## config.mk

```make
export PLATFORM = sky130hd
export DESIGN_NAME = rv_instr_encoder
export DESIGN_NICKNAME = d
export VERILOG_FILES = /design/src/rtl/rv_instr_encoder.sv
export SDC_FILE = /design/constraint.sdc
export NUM_CORES = 1
export LEC_CHECK = 0
export BUFFER_PORTS_ARGS = -buffer_cell sky130_fd_sc_hd__clkbuf_2
export CAP_MARGIN = 25
export CORE_UTILIZATION = 45
export CTS_CLUSTER_SIZE = 20
export DETAILED_ROUTE_END_ITERATION = 12
export PLACE_DENSITY = 0.7
export REMOVE_ABC_BUFFERS = 1
export SYNTH_ARGS = -nofsm -noshare
export SYNTH_HDL_FRONTEND = slang
export SYNTH_SLANG_ARGS = --single-unit
export TNS_END_PERCENT = 5
```

## constraint.sdc

```tcl
create_clock -name clk -period 6.5 [get_ports clk]
set_input_delay 0.65 -clock clk [delete_from_list [all_inputs] [get_ports clk]]
set_output_delay 0.65 -clock clk [all_outputs]
set_load 0.005 [all_outputs]
```

## src/rtl/rv_instr_encoder.sv

```systemverilog
// RV32I instruction encoder: op select + fields -> instruction word, with one registered
// valid/ready output stage, a byte-address counter and an illegal-request counter.
module rv_instr_encoder #(
   parameter int                ADDR_W    = 32,
   parameter logic [ADDR_W-1:0] BASE_ADDR = '0
) (
   input  logic              clk,
   input  logic              reset,
   input  logic              restart,
   input  logic              in_valid,
   output logic              in_ready,
   input  logic [5:0]        in_op,
   input  logic [4:0]        in_rd,
   input  logic [4:0]        in_rs1,
   input  logic [4:0]        in_rs2,
   input  logic [31:0]       in_imm,
   output logic              out_valid,
   input  logic              out_ready,
   output logic [31:0]       out_instr,
   output logic [ADDR_W-1:0] out_addr,
   output logic              err_illegal,
   output logic [7:0]        err_count
);

   typedef enum logic [2:0] {F_R, F_I, F_SH, F_S, F_B, F_U, F_J, F_BAD} fmt_e;

   fmt_e              fmt;
   logic [2:0]        f3;
   logic [6:0]        f7;
   logic [31:0]       instr;
   logic              legal;
   logic              i12_ok, b13_ok, j21_ok;
   logic              accept;
   logic [ADDR_W-1:0] next_addr;

   // Sign-extension checks: the bits above the field's sign bit must all match it.
   assign i12_ok = (&in_imm[31:11]) | ~(|in_imm[31:11]);
   assign b13_ok = (&in_imm[31:12]) | ~(|in_imm[31:12]);
   assign j21_ok = (&in_imm[31:20]) | ~(|in_imm[31:20]);

   always_comb begin
      fmt = F_BAD;
      f3  = 3'b000;
      f7  = 7'h00;
      case (in_op)
         6'd1:  fmt = F_R;
         6'd2:  begin fmt = F_R;  f7 = 7'h20; end
         6'd3:  begin fmt = F_R;  f3 = 3'b001; end
         6'd4:  begin fmt = F_R;  f3 = 3'b010; end
         6'd5:  begin fmt = F_R;  f3 = 3'b011; end
         6'd6:  begin fmt = F_R;  f3 = 3'b100; end
         6'd7:  begin fmt = F_R;  f3 = 3'b101; end
         6'd8:  begin fmt = F_R;  f3 = 3'b101; f7 = 7'h20; end
         6'd9:  begin fmt = F_R;  f3 = 3'b110; end
         6'd10: begin fmt = F_R;  f3 = 3'b111; end
         6'd11: fmt = F_I;
         6'd12: begin fmt = F_SH; f3 = 3'b001; end
         6'd13: begin fmt = F_I;  f3 = 3'b010; end
         6'd14: begin fmt = F_I;  f3 = 3'b011; end
         6'd15: begin fmt = F_I;  f3 = 3'b100; end
         6'd16: begin fmt = F_SH; f3 = 3'b101; end
         6'd17: begin fmt = F_I;  f3 = 3'b110; end
         6'd18: begin fmt = F_I;  f3 = 3'b111; end
         6'd19: begin fmt = F_SH; f3 = 3'b101; f7 = 7'h20; end
         6'd27: fmt = F_B;
         6'd28: begin fmt = F_B;  f3 = 3'b001; end
         6'd31: begin fmt = F_B;  f3 = 3'b101; end
         6'd32: begin fmt = F_B;  f3 = 3'b100; end
         6'd33: fmt = F_U;
         6'd34: fmt = F_J;
         6'd35: begin fmt = F_I;  f3 = 3'b010; end
         6'd36: fmt = F_S;
         default: fmt = F_BAD;
      endcase
   end

   always_comb begin
      instr = '0;
      legal = 1'b1;
      case (fmt)
         F_R:  instr = {f7, in_rs2, in_rs1, f3, in_rd, 7'b0110011};
         F_I:  begin
            // LW shares the I layout; only the major opcode differs.
            instr = {in_imm[11:0], in_rs1, f3, in_rd,
                     (in_op == 6'd35) ? 7'b0000011 : 7'b0010011};
            legal = i12_ok;
         end
         F_SH: begin
            instr = {f7, in_imm[4:0], in_rs1, f3, in_rd, 7'b0010011};
            legal = ~(|in_imm[31:5]);
         end
         F_S:  begin
            instr = {in_imm[11:5], in_rs2, in_rs1, 3'b010, in_imm[4:0], 7'b0100011};
            legal = i12_ok;
         end
         F_B:  begin
            instr = {in_imm[12], in_imm[10:5], in_rs2, in_rs1, f3, in_imm[4:1], in_imm[11],
                     7'b1100011};
            legal = b13_ok & ~in_imm[0];
         end
         F_U:  begin
            instr = {in_imm[31:12], in_rd, 7'b0110111};
            legal = ~(|in_imm[11:0]);
         end
         F_J:  begin
            instr = {in_imm[20], in_imm[10:1], in_imm[11], in_imm[19:12], in_rd, 7'b1101111};
            legal = j21_ok & ~in_imm[0];
         end
         default: legal = 1'b0;
      endcase
   end

   assign in_ready = !restart && (!out_valid || out_ready);
   assign accept   = in_valid && in_ready;

   always_ff @(posedge clk) begin
      if (reset) begin
         out_valid   <= 1'b0;
         out_instr   <= '0;
         out_addr    <= BASE_ADDR;
         next_addr   <= BASE_ADDR;
         err_illegal <= 1'b0;
         err_count   <= '0;
      end else if (restart) begin
         out_valid   <= 1'b0;
         next_addr   <= BASE_ADDR;
         err_illegal <= 1'b0;
      end else begin
         err_illegal <= accept && !legal;
         if (accept && legal) begin
            out_valid <= 1'b1;
            out_instr <= instr;
            out_addr  <= next_addr;
            next_addr <= next_addr + ADDR_W'(4);
         end else if (out_valid && out_ready) begin
            out_valid <= 1'b0;
         end
         if (accept && !legal && err_count != 8'hFF)
            err_count <= err_count + 8'd1;
      end
   end

endmodule

```

# Yosys cells after proc, flatten, opt, wreduce, memory -nomap -nowiden
# Cells that the tools add are included.
[op_classes]
addsub = 2
bitwise_logic = 12
muxes = 8
n_reduce_logical = 36
eq_ne = 34
[ops]
columns = ["op", "n"]
rows = [
  ["one-hot mux 32 bit (7 select lines)", 1],
  ["equality test 6 x 4 -> 1 bit, second input constant", 8],
  ["equality test 6 x 5 -> 1 bit, second input constant", 7],
  ["one-hot mux 3 bit (7 select lines)", 2],
  ["adder 32 x 3 -> 32 bit, second input constant", 1],
  ["equality test 6 bit, second input constant", 5],
  ["OR reduction 27 bit", 1],
  ["equality test 6 x 3 -> 1 bit, second input constant", 4],
  ["OR reduction 12 bit", 2],
  ["AND reduction 21 bit", 1],
  ["OR reduction 21 bit", 1],
  ["AND reduction 20 bit", 1],
  ["OR reduction 20 bit", 1],
  ["OR reduction 3 bit", 5],
  ["equality test 6 x 2 -> 1 bit, second input constant", 2],
  ["AND reduction 12 bit", 1],
  ["OR reduction 10 bit", 1],
  ["OR reduction 2 bit", 5],
  ["equality test 3 bit, second input constant", 3],
  ["adder 8 x 1 -> 8 bit, second input constant", 1],
  ["!= test 8 bit, second input constant", 1],
  ["inverter 1 bit", 7],
  ["OR reduction 7 bit", 1],
  ["equality test 3 x 2 -> 1 bit, second input constant", 2],
  ["16 further kinds", 28],
]
[word_totals]
word_cells = 98
register_bits = 106
input_bits = 58
out_inout_bits = 75

# Logic depth before layout (Yosys ltp)
# Gate-level depths: netlist (run 1).
[logic_depth]
word_depth = 10
mapped_depth = 11
mapped_depth_nobuf = 7

# Least setup slack after synthesis (run 1)
# No wires, ideal clock.
[synth_timing]
path_type = "input-to-reg"
start = "in in_op[3]"
end = "reg next_addr[13]"
stages = 10
setup_ps = 70
t_required_ps = 6430
n_path_buf = 3
arrival_time_ps = 2899
path_slack_ps = 3530
cell_sequence = "buf_6 > or4b_1 > buf_6 > o32ai_4 > nor2_2 > o32a_1 > o211a_2 > buf_6 > or4_1 > a21oi_1"
[synth_between]
elab_chain_cells = 7
word_cells_on_any_way = 42
cone_classes = "eq/ne (33); mux (2); reduce/logical (7)"
[synth_rtl]
columns = ["element", "line_no", "rtl"]
rows = [
  ["from (decl)", "12", "input logic [5:0] in_op,"],
  ["equality test 6 x 4 -> 1 bit (tied with other cells)", "45", "case (in_op)"],
  ["OR reduction 10 bit (no line) (tied with other cells)", "--", ""],
  ["one-hot mux 3 bit (7 select lines) *", "45", ""],
  ["equality test 3 x 2 -> 1 bit or equality test 3 x 1 -> 1 bit (tied branches)", "80", "case (fmt)"],
  ["OR reduction 2 bit (no line)", "--", ""],
  ["one-hot mux 1 bit (6 select lines) *", "80", ""],
  ["logical AND 1 bit *", "130", "if (accept && legal) begin"],
  ["to (signal assigned)", "134", "next_addr <= next_addr + ADDR_W'(4);"],
  ["to (decl)", "34", "logic [ADDR_W-1:0] next_addr;"],
]
# Mark *: on every way between the ends. The rest lies on a longest branch, timed or not.
# A chain may end at the register's enable or synchronous reset.

# Final worst setup path (run 1)
[layout_timing]
start = "in in_op[4]"
end = "reg next_addr[23]"
# The elaborated chain is that of the path after synthesis.

==> impl_metrics.sql, run 1 <==
INSERT INTO impl_metrics (metric_group, metric, value, unit) VALUES
('yosys', 'avgSynthCellArea', '7.96', 'um^2'),
('die', 'die_area', '12800', 'um^2'),
('global_routing', 'grt_util_all_layers', '25.4', '%'),
('worst_setup_path', 'crit_path_max_incr_delay', '810', 'ps'),
('detailed_routing', 'via_per_inst', '6.21', ''),
('power', 'combinationalPowerShare', '13.8', '%'),
('yosys', 'synth.most_common_cell', 'sky130_fd_sc_hd__a21oi_1', ''),
('hold_path', 'hold_path_class', 'register to register', ''),
('detailed_routing', 'wire_per_inst', '17.1', 'um'),
('power', 'worst_ir_drop_vdd', '0.000122', 'V'),
('placement', 'place.gp.congestion', '0.884', ''),
('clocking', 'post_cts.repair.setup_buffers', '0', ''),
('clocking', 'cts-root-buf', 'sky130_fd_sc_hd__clkbuf_16', ''),
('yosys', 'synth_area', '5570', 'um^2'),
('detailed_routing', 'route.detailed.drc', '0', ''),
('timing', 'fin_worst_skew', '7.67', 'ps'),
('power', 'p_switching', '0.372', 'mW'),
('worst_setup_path', 'setup.worst_path.end_class', 'register', ''),
('yosys', 'synth_flop_cell', 'sky130_fd_sc_hd__dfxtp_1', ''),
('placement', 'dpl.hpwl', '11.0', 'mm'),
('worst_setup_path', 'critical_path.startpoint_type', 'primary input', ''),
('clocking', 'cts.sinks', '101', ''),
('timing', 'setup_viol_count_final', '0', ''),
('yosys', 'synth_top_cell_by_area', 'sky130_fd_sc_hd__dfxtp_1', ''),
('power', 'flop_pwr_share', '47.8', '%'),
('detailed_routing', 'detailedRoute.firstIterationViolations', '473', ''),
('yosys', 'synth_common_cells', 'sky130_fd_sc_hd__a21oi_1 (103), sky130_fd_sc_hd__dfxtp_1 (101), sky130_fd_sc_hd__clkbuf_1 (51)', ''),
('worst_setup_path', 'crit_path_required_time', '6770', 'ps'),
('power', 'p_total', '1.32', 'mW'),
('finish', 'final_net_count', '841', ''),
('worst_setup_path', 'critical_path.cell_chain', 'clkbuf_2 > or4b_1 > o32ai_4 > nor2_2 > o32a_1 > o211a_2 > buf_4 > or4_1 > a21oi_1', ''),
('die', 'floorplan.initialDensity', '46.2', '%'),
('yosys', 'yosys_register_bits', '101', ''),
('timing', 'tightestPinTransition', '915', 'ps'),
('global_routing', 'antenna_found_initial', '0', ''),
('die', 'rows', '40', ''),
('placement', 'place.port_buffers', '130', ''),
('worst_setup_path', 'worst_r2r_path_depth', '7', ''),
('clocking', 'cts_tree', 'yes', ''),
('global_routing', 'grt_max_degree', '79', ''),
('detailed_routing', 'route.antenna.remaining_nets', '0', ''),
('clocking', 'clock_tree.htree_level_count', '3', ''),
('power', 'power_density_cells', '203', 'nW/um^2'),
('worst_setup_path', 'crit_arrival', '4060', 'ps'),
('clocking', 'post_cts.resized_instances', '0', ''),
('die', 'floorplan.io_pins', '133', ''),
('global_routing', 'grt_overflow_total', '0', ''),
('timing', 'timing.final.crit_period', '3780', 'ps'),
('clocking', 'post_cts_hold_buffer_count', '0', ''),
('timing', 'timing.max_slew.rel_slack', '39.0', '%'),
('timing', 'final-hold-violation-count', '0', ''),
('clocking', 'clk_slew_on_worst_s_h_paths', '70', 'ps'),
('yosys', 'synthesis.instances', '700', ''),
('yosys', 'synth_top_cells_by_area', 'sky130_fd_sc_hd__dfxtp_1 (36%), sky130_fd_sc_hd__a21oi_1 (9.3%), sky130_fd_sc_hd__o21ai_0 (4.2%)', ''),
('timing', 'fin_crit_sh', '58.2', '%'),
('outcome', 'status', 'finished, final reports clean', ''),
('power', 'leakage', '2.26', 'nW'),
('clocking', 'clock_latency_late_sink', '350', 'ps'),
('detailed_routing', 'wirelength', '16.3', 'mm'),
('finish', 'num_antenna_cells', '0', ''),
('global_routing', 'first_global_vias', '5375', ''),
('clocking', 'cts-buffers-inserted', '9', ''),
('job', 'drv.max_cap_violation_count', '0', ''),
('worst_setup_path', 'setup.worst_path.class', 'primary input to register', ''),
('detailed_routing', 'vias', '5923', ''),
('die', 'floorplan.die.height', '113', 'um'),
('timing', 'timing_max_transition_violations_final', '0', ''),
('worst_setup_path', 'crit_slowest_cell', 'sky130_fd_sc_hd__or4b_1', ''),
('yosys', 'number_of_synthesized_flops_with_an_enable_pin', '0', ''),
('die', 'core_area', '12100', 'um^2'),
('clocking', 'cts.path.max_buffers', '2', '');
placed cells by master (no fill, tap or decap), drive strengths merged, types with 19 or more instances in the layout:
cell / count
a22oi: 19
or4: 31
a211oi: 26
clkbuf: 139
nor2: 28
a21oi: 103
o31ai: 28
nand3: 45
dfxtp: 101
o21ai: 47
nand2: 32
power groups by stage:
stage | combinational [mW] | sequential, mW | clock, mW
after global routing | 0.199 | 0.632 | 0.535
after floorplan | 0.0891 | 0.645 | 0
after global placement | 0.173 | 0.645 | 0
final | 0.182 | 0.631 | 0.506
after CTS | 0.180 | 0.631 | 0.510
after detailed placement | 0.180 | 0.645 | 0
flip-flops by register name, indices dropped and copies added (netlist names):
signal,cells
err_illegal,1
next_addr,30
err_count,8
out_valid,1
out_instr,31
out_addr,30
critical path, delay by kind of cell:
family | cells | cell delay [ps]
AND/OR/NAND/NOR | 3 | 1450
buffers and inverters | 2 | 760
AO/OA/AOI/OAI | 4 | 1170
final timing paths:
check                             from                    endpoint  slack (ps)
min reg2reg  out_addr[30]$_SDFFE_PP0P_   out_addr[30]$_SDFFE_PP0P_         470
min          out_addr[30]$_SDFFE_PP0P_   out_addr[30]$_SDFFE_PP0P_         470
max reg2reg  next_addr[5]$_SDFFE_PP0P_  next_addr[29]$_SDFFE_PP0P_        3580
max                           in_op[4]  next_addr[23]$_SDFFE_PP0P_        2720
through the flow:
| stage | instance area [um^2] | worst slack (ps) | utilization [%] | cells | hold slack, ps |
|---|---|---|---|---|---|
| after floorplan | 5270 | 2660 | - | 633 | 446 |
| after global placement | 6180 | 2380 | 51.2 | 936 | 461 |
| after detailed placement | 6210 | 2180 | 51.5 | 937 | 468 |
| after CTS | 6480 | 2560 | 53.8 | 953 | 478 |
| after global routing | 6500 | 2420 | 53.9 | 954 | 501 |
| final | 6500 | 2720 | 53.9 | 954 | 475 |
kinds of logic (layout without fill, tap and decap cells):
kind of cell,Yosys count,in the layout,synth area share [%]
buf+inv,80,165,6.29
fa+ha+maj,4,4,0.808
flops,101,101,36.3
compound gates,273,273,31.2
other cells,1,2,0.0673
mux,4,4,0.786
simple gates,232,232,23.8
xor+xnor,5,5,0.786
final cells by class:
type / instances / area, um^2
fill: 1144 / 5560
multi-input combinational: 520 / 3220
sequential: 101 / 2020
timing repair buffer: 137 / 731
clock buffer: 9 / 225
tap: 168 / 210
clock inverter: 7 / 51.3
inverter: 12 / 45.0
per-layer routing:
metal  vias to the layer above  track usage [%]  share of wire (%)
met4                         0             8.68                1.9
met3                        20             2.95                4.9
met1                      2818             33.6                 45
li1                       2865                -                  -
met5                         -                0                  0
met2                       220             42.7                 48
Note: power is estimated with default switching activity, not from simulation.
==> run 2, diff against run 1 <==
- clock period: 6.5 -> 3.7 ns (I/O delays scaled with it)
==> impl_metrics.sql, run 2 (synthesis gave the netlist of run 1 again) <==
INSERT INTO impl_metrics (metric_group, metric, value, unit) VALUES
('outcome', 'status', 'finished, final reports clean', ''),
('hold_path', 'hold_path_class', 'primary input to register', ''),
('detailed_routing', 'vias', '5974', ''),
('finish', 'drive_above_1_share', '22.7', '%'),
('power', 'worst_ir_drop_vdd', '0.000282', 'V'),
('timing', 'timing_max_transition_violations_final', '0', ''),
('finish', 'max_flop_register', 'out_instr', ''),
('power', 'clock_power_share', '41.4', '%'),
('timing', 'fin_crit_sh', '78.3', '%'),
('job', 'drv.max_cap_violation_count', '0', ''),
('clocking', 'cts-root-buf', 'sky130_fd_sc_hd__clkbuf_16', ''),
('timing', 'tightestPinTransition', '702', 'ps'),
('placement', 'place.gp.congestion', '0.912', ''),
('power', 'power_density_cells', '372', 'nW/um^2'),
('worst_setup_path', 'path_delay_family', 'simple AND/OR/NAND/NOR gates', ''),
('power', 'leakage', '2.35', 'nW'),
('die', 'die_width', '113', 'um'),
('timing', 'grt_setup_unrepaired', 'false', ''),
('finish', 'area.growth.synth_to_final', '18.9', '%'),
('placement', 'place.port_buffers', '130', ''),
('worst_setup_path', 'crit_path_max_incr_delay', '560', 'ps'),
('timing', 'final-hold-violation-count', '0', ''),
('timing', 'timing.max_slew.rel_slack', '53.0', '%'),
('global_routing', 'first_pass_grt_wire_length', '27.3', 'mm'),
('die', 'floorplan.die.height', '113', 'um'),
('detailed_routing', 'route.antenna.remaining_nets', '0', ''),
('timing', 'fin_worst_skew', '9.71', 'ps'),
('clocking', 'post_cts.repair.setup_buffers', '0', ''),
('finish', 'final_net_count', '854', ''),
('finish', 'final_cells', '967', ''),
('clocking', 'clk_slew_on_worst_s_h_paths', '70', 'ps'),
('die', 'floorplan.initialDensity', '46.2', '%'),
('power', 'flop_pwr_share', '45.0', '%'),
('worst_setup_path', 'setup.worst_path.end_class', 'register', ''),
('timing', 'hold_slack', '321', 'ps'),
('finish', 'utilization', '54.9', '%'),
('power', 'combinationalPowerShare', '13.6', '%'),
('timing', 'final.setup.tns', '0', 'ps'),
('detailed_routing', 'drt_pass1_iterations', '5', ''),
('power', 'p_switching', '0.658', 'mW'),
('finish', 'num_antenna_cells', '0', ''),
('detailed_routing', 'via_per_inst', '6.18', ''),
('timing', 'setup_viol_count_final', '0', ''),
('clocking', 'post_cts.resized_instances', '0', ''),
('clocking', 'cts-buffers-inserted', '9', ''),
('finish', 'layout_top_registers', 'out_instr: 31 flops, next_addr: 30 flops, out_addr: 30 flops', ''),
('worst_setup_path', 'worst_r2r_path_depth', '7', ''),
('power', 'netSwitchingFraction', '26.7', '%'),
('clocking', 'cts.sinks', '101', ''),
('detailed_routing', 'wirelength', '16.8', 'mm'),
('global_routing', 'antenna_found_initial', '0', ''),
('worst_setup_path', 'crit_arrival', '3170', 'ps'),
('global_routing', 'first_global_vias', '5430', ''),
('global_routing', 'grt_max_degree', '96', ''),
('worst_setup_path', 'worst-r2r-setup-slack', '870', 'ps'),
('die', 'rows', '40', ''),
('power', 'power.internal', '1.80', 'mW'),
('die', 'floorplan.io_pins', '133', ''),
('placement', 'dpl.hpwl', '11.6', 'mm'),
('worst_setup_path', 'setup.worst_path.class', 'primary input to register', ''),
('worst_setup_path', 'worstPathMaxFanout', '95', ''),
('clocking', 'cts_tree', 'yes', ''),
('clocking', 'clock_tree.htree_level_count', '3', ''),
('finish', 'mostFrequentLayoutCells', 'sky130_fd_sc_hd__clkbuf_2 (130), sky130_fd_sc_hd__a21oi_1 (103), sky130_fd_sc_hd__dfxtp_1 (101)', ''),
('clocking', 'post_cts_hold_buffer_count', '0', ''),
('detailed_routing', 'detailedRoute.firstIterationViolations', '396', ''),
('worst_setup_path', 'reg2reg_to', 'next_addr[29]$_SDFFE_PP0P_', ''),
('worst_setup_path', 'critical_path.cell_chain', 'clkbuf_2 > buf_4 > or4bb_1 > a31oi_1 > o31ai_1 > o32a_1 > o211a_2 > buf_12 > or4_1 > a21oi_1', ''),
('worst_setup_path', 'worst_setup_path_endpoint', 'next_addr[9]$_SDFFE_PP0P_', ''),
('die', 'die_area', '12800', 'um^2'),
('worst_setup_path', 'critical_path.startpoint_type', 'primary input', ''),
('worst_setup_path', 'crit-reg2reg-launch', 'next_addr[5]$_SDFFE_PP0P_', ''),
('timing', 'timing.final.crit_period', '2900', 'ps'),
('placement', 'dp.cells', '950', ''),
('worst_setup_path', 'crit_slowest_cell', 'sky130_fd_sc_hd__or4_1', ''),
('finish', 'layout_commonest_cell', 'sky130_fd_sc_hd__clkbuf_2', ''),
('worst_setup_path', 'crit_path_required_time', '3970', 'ps'),
('global_routing', 'grt_util_all_layers', '26.2', '%'),
('clocking', 'clock_latency_late_sink', '340', 'ps'),
('worst_setup_path', 'crit_start', 'in_op[4]', ''),
('worst_setup_path', 'sum_of_buffers_and_inverters_on_the_critical_path', '3', ''),
('global_routing', 'grt_overflow_total', '0', ''),
('detailed_routing', 'route.detailed.drc', '0', ''),
('worst_setup_path', 'path_depth', '10', ''),
('detailed_routing', 'wire_per_inst', '17.3', 'um'),
('power', 'p_total', '2.46', 'mW'),
('hold_path', 'min-delay-start', 'out_ready', ''),
('clocking', 'cts.path.max_buffers', '2', ''),
('finish', 'largest_reg_flops', '31', ''),
('die', 'core_area', '12100', 'um^2'),
('timing', 'max_freq', '345', 'MHz');
run 2: metal layers:
| layer | routed length (um) | vias up | GRT usage (%) |
|---|---|---|---|
| li1 | - | 2891 | - |
| met1 | 7370 | 2832 | 33.9 |
| met2 | 8150 | 220 | 44.9 |
| met3 | 906 | 31 | 3.96 |
| met4 | 334 | 0 | 8.60 |
| met5 | 0 | - | 0 |
run 2: power groups by stage:
| stage | clock network [mW] | registers, mW | logic [mW] |
|---|---|---|---|
| after CTS | 1.04 | 1.11 | 0.330 |
| after floorplan | 0 | 1.13 | 0.157 |
| final | 1.02 | 1.11 | 0.334 |
| after global routing | 1.07 | 1.11 | 0.365 |
| after global placement | 0 | 1.13 | 0.326 |
| after detailed placement | 0 | 1.13 | 0.329 |
run 2: layout make-up:
| cell class | count | area [um^2] |
|---|---|---|
| Fill cell | 1156 | 5440 |
| Multi-Input combinational cell | 520 | 3220 |
| Sequential cell | 101 | 2020 |
| Timing Repair Buffer | 150 | 817 |
| Clock buffer | 9 | 225 |
| Tap cell | 168 | 210 |
| Clock inverter | 7 | 88.8 |
| Inverter | 12 | 45.0 |
run 2: tightest hold or removal path, stage by stage:
cell,delay [ps]
sky130_fd_sc_hd__clkbuf_2,70
sky130_fd_sc_hd__nand2b_1,120
sky130_fd_sc_hd__a21oi_1,60
run 2: stage by stage:
| step | cell area [um^2] | setup WS, ps |
|---|---|---|
| 5_1_grt | 6620 | 535 |
| 3_5_place_dp | 6300 | 319 |
| 2_1_floorplan | 5270 | 144 |
| 6_report | 6620 | 804 |
| 4_1_cts | 6610 | 689 |
| 3_3_place_gp | 6300 | 415 |
run 2: how the worst min path moves through the flow:
stage	cells after the start	to	slack, ps
2_1_floorplan	1	err_count[0]$_SDFFE_PP0P_	440
3_3_place_gp	2	next_addr[31]$_SDFFE_PP0P_	460
3_5_place_dp	2	out_addr[22]$_SDFFE_PP0P_	470
4_1_cts	3	out_valid$_SDFFE_PP0P_	310
5_1_grt	3	out_valid$_SDFFE_PP0P_	350
6_report	3	out_valid$_SDFFE_PP0P_	320
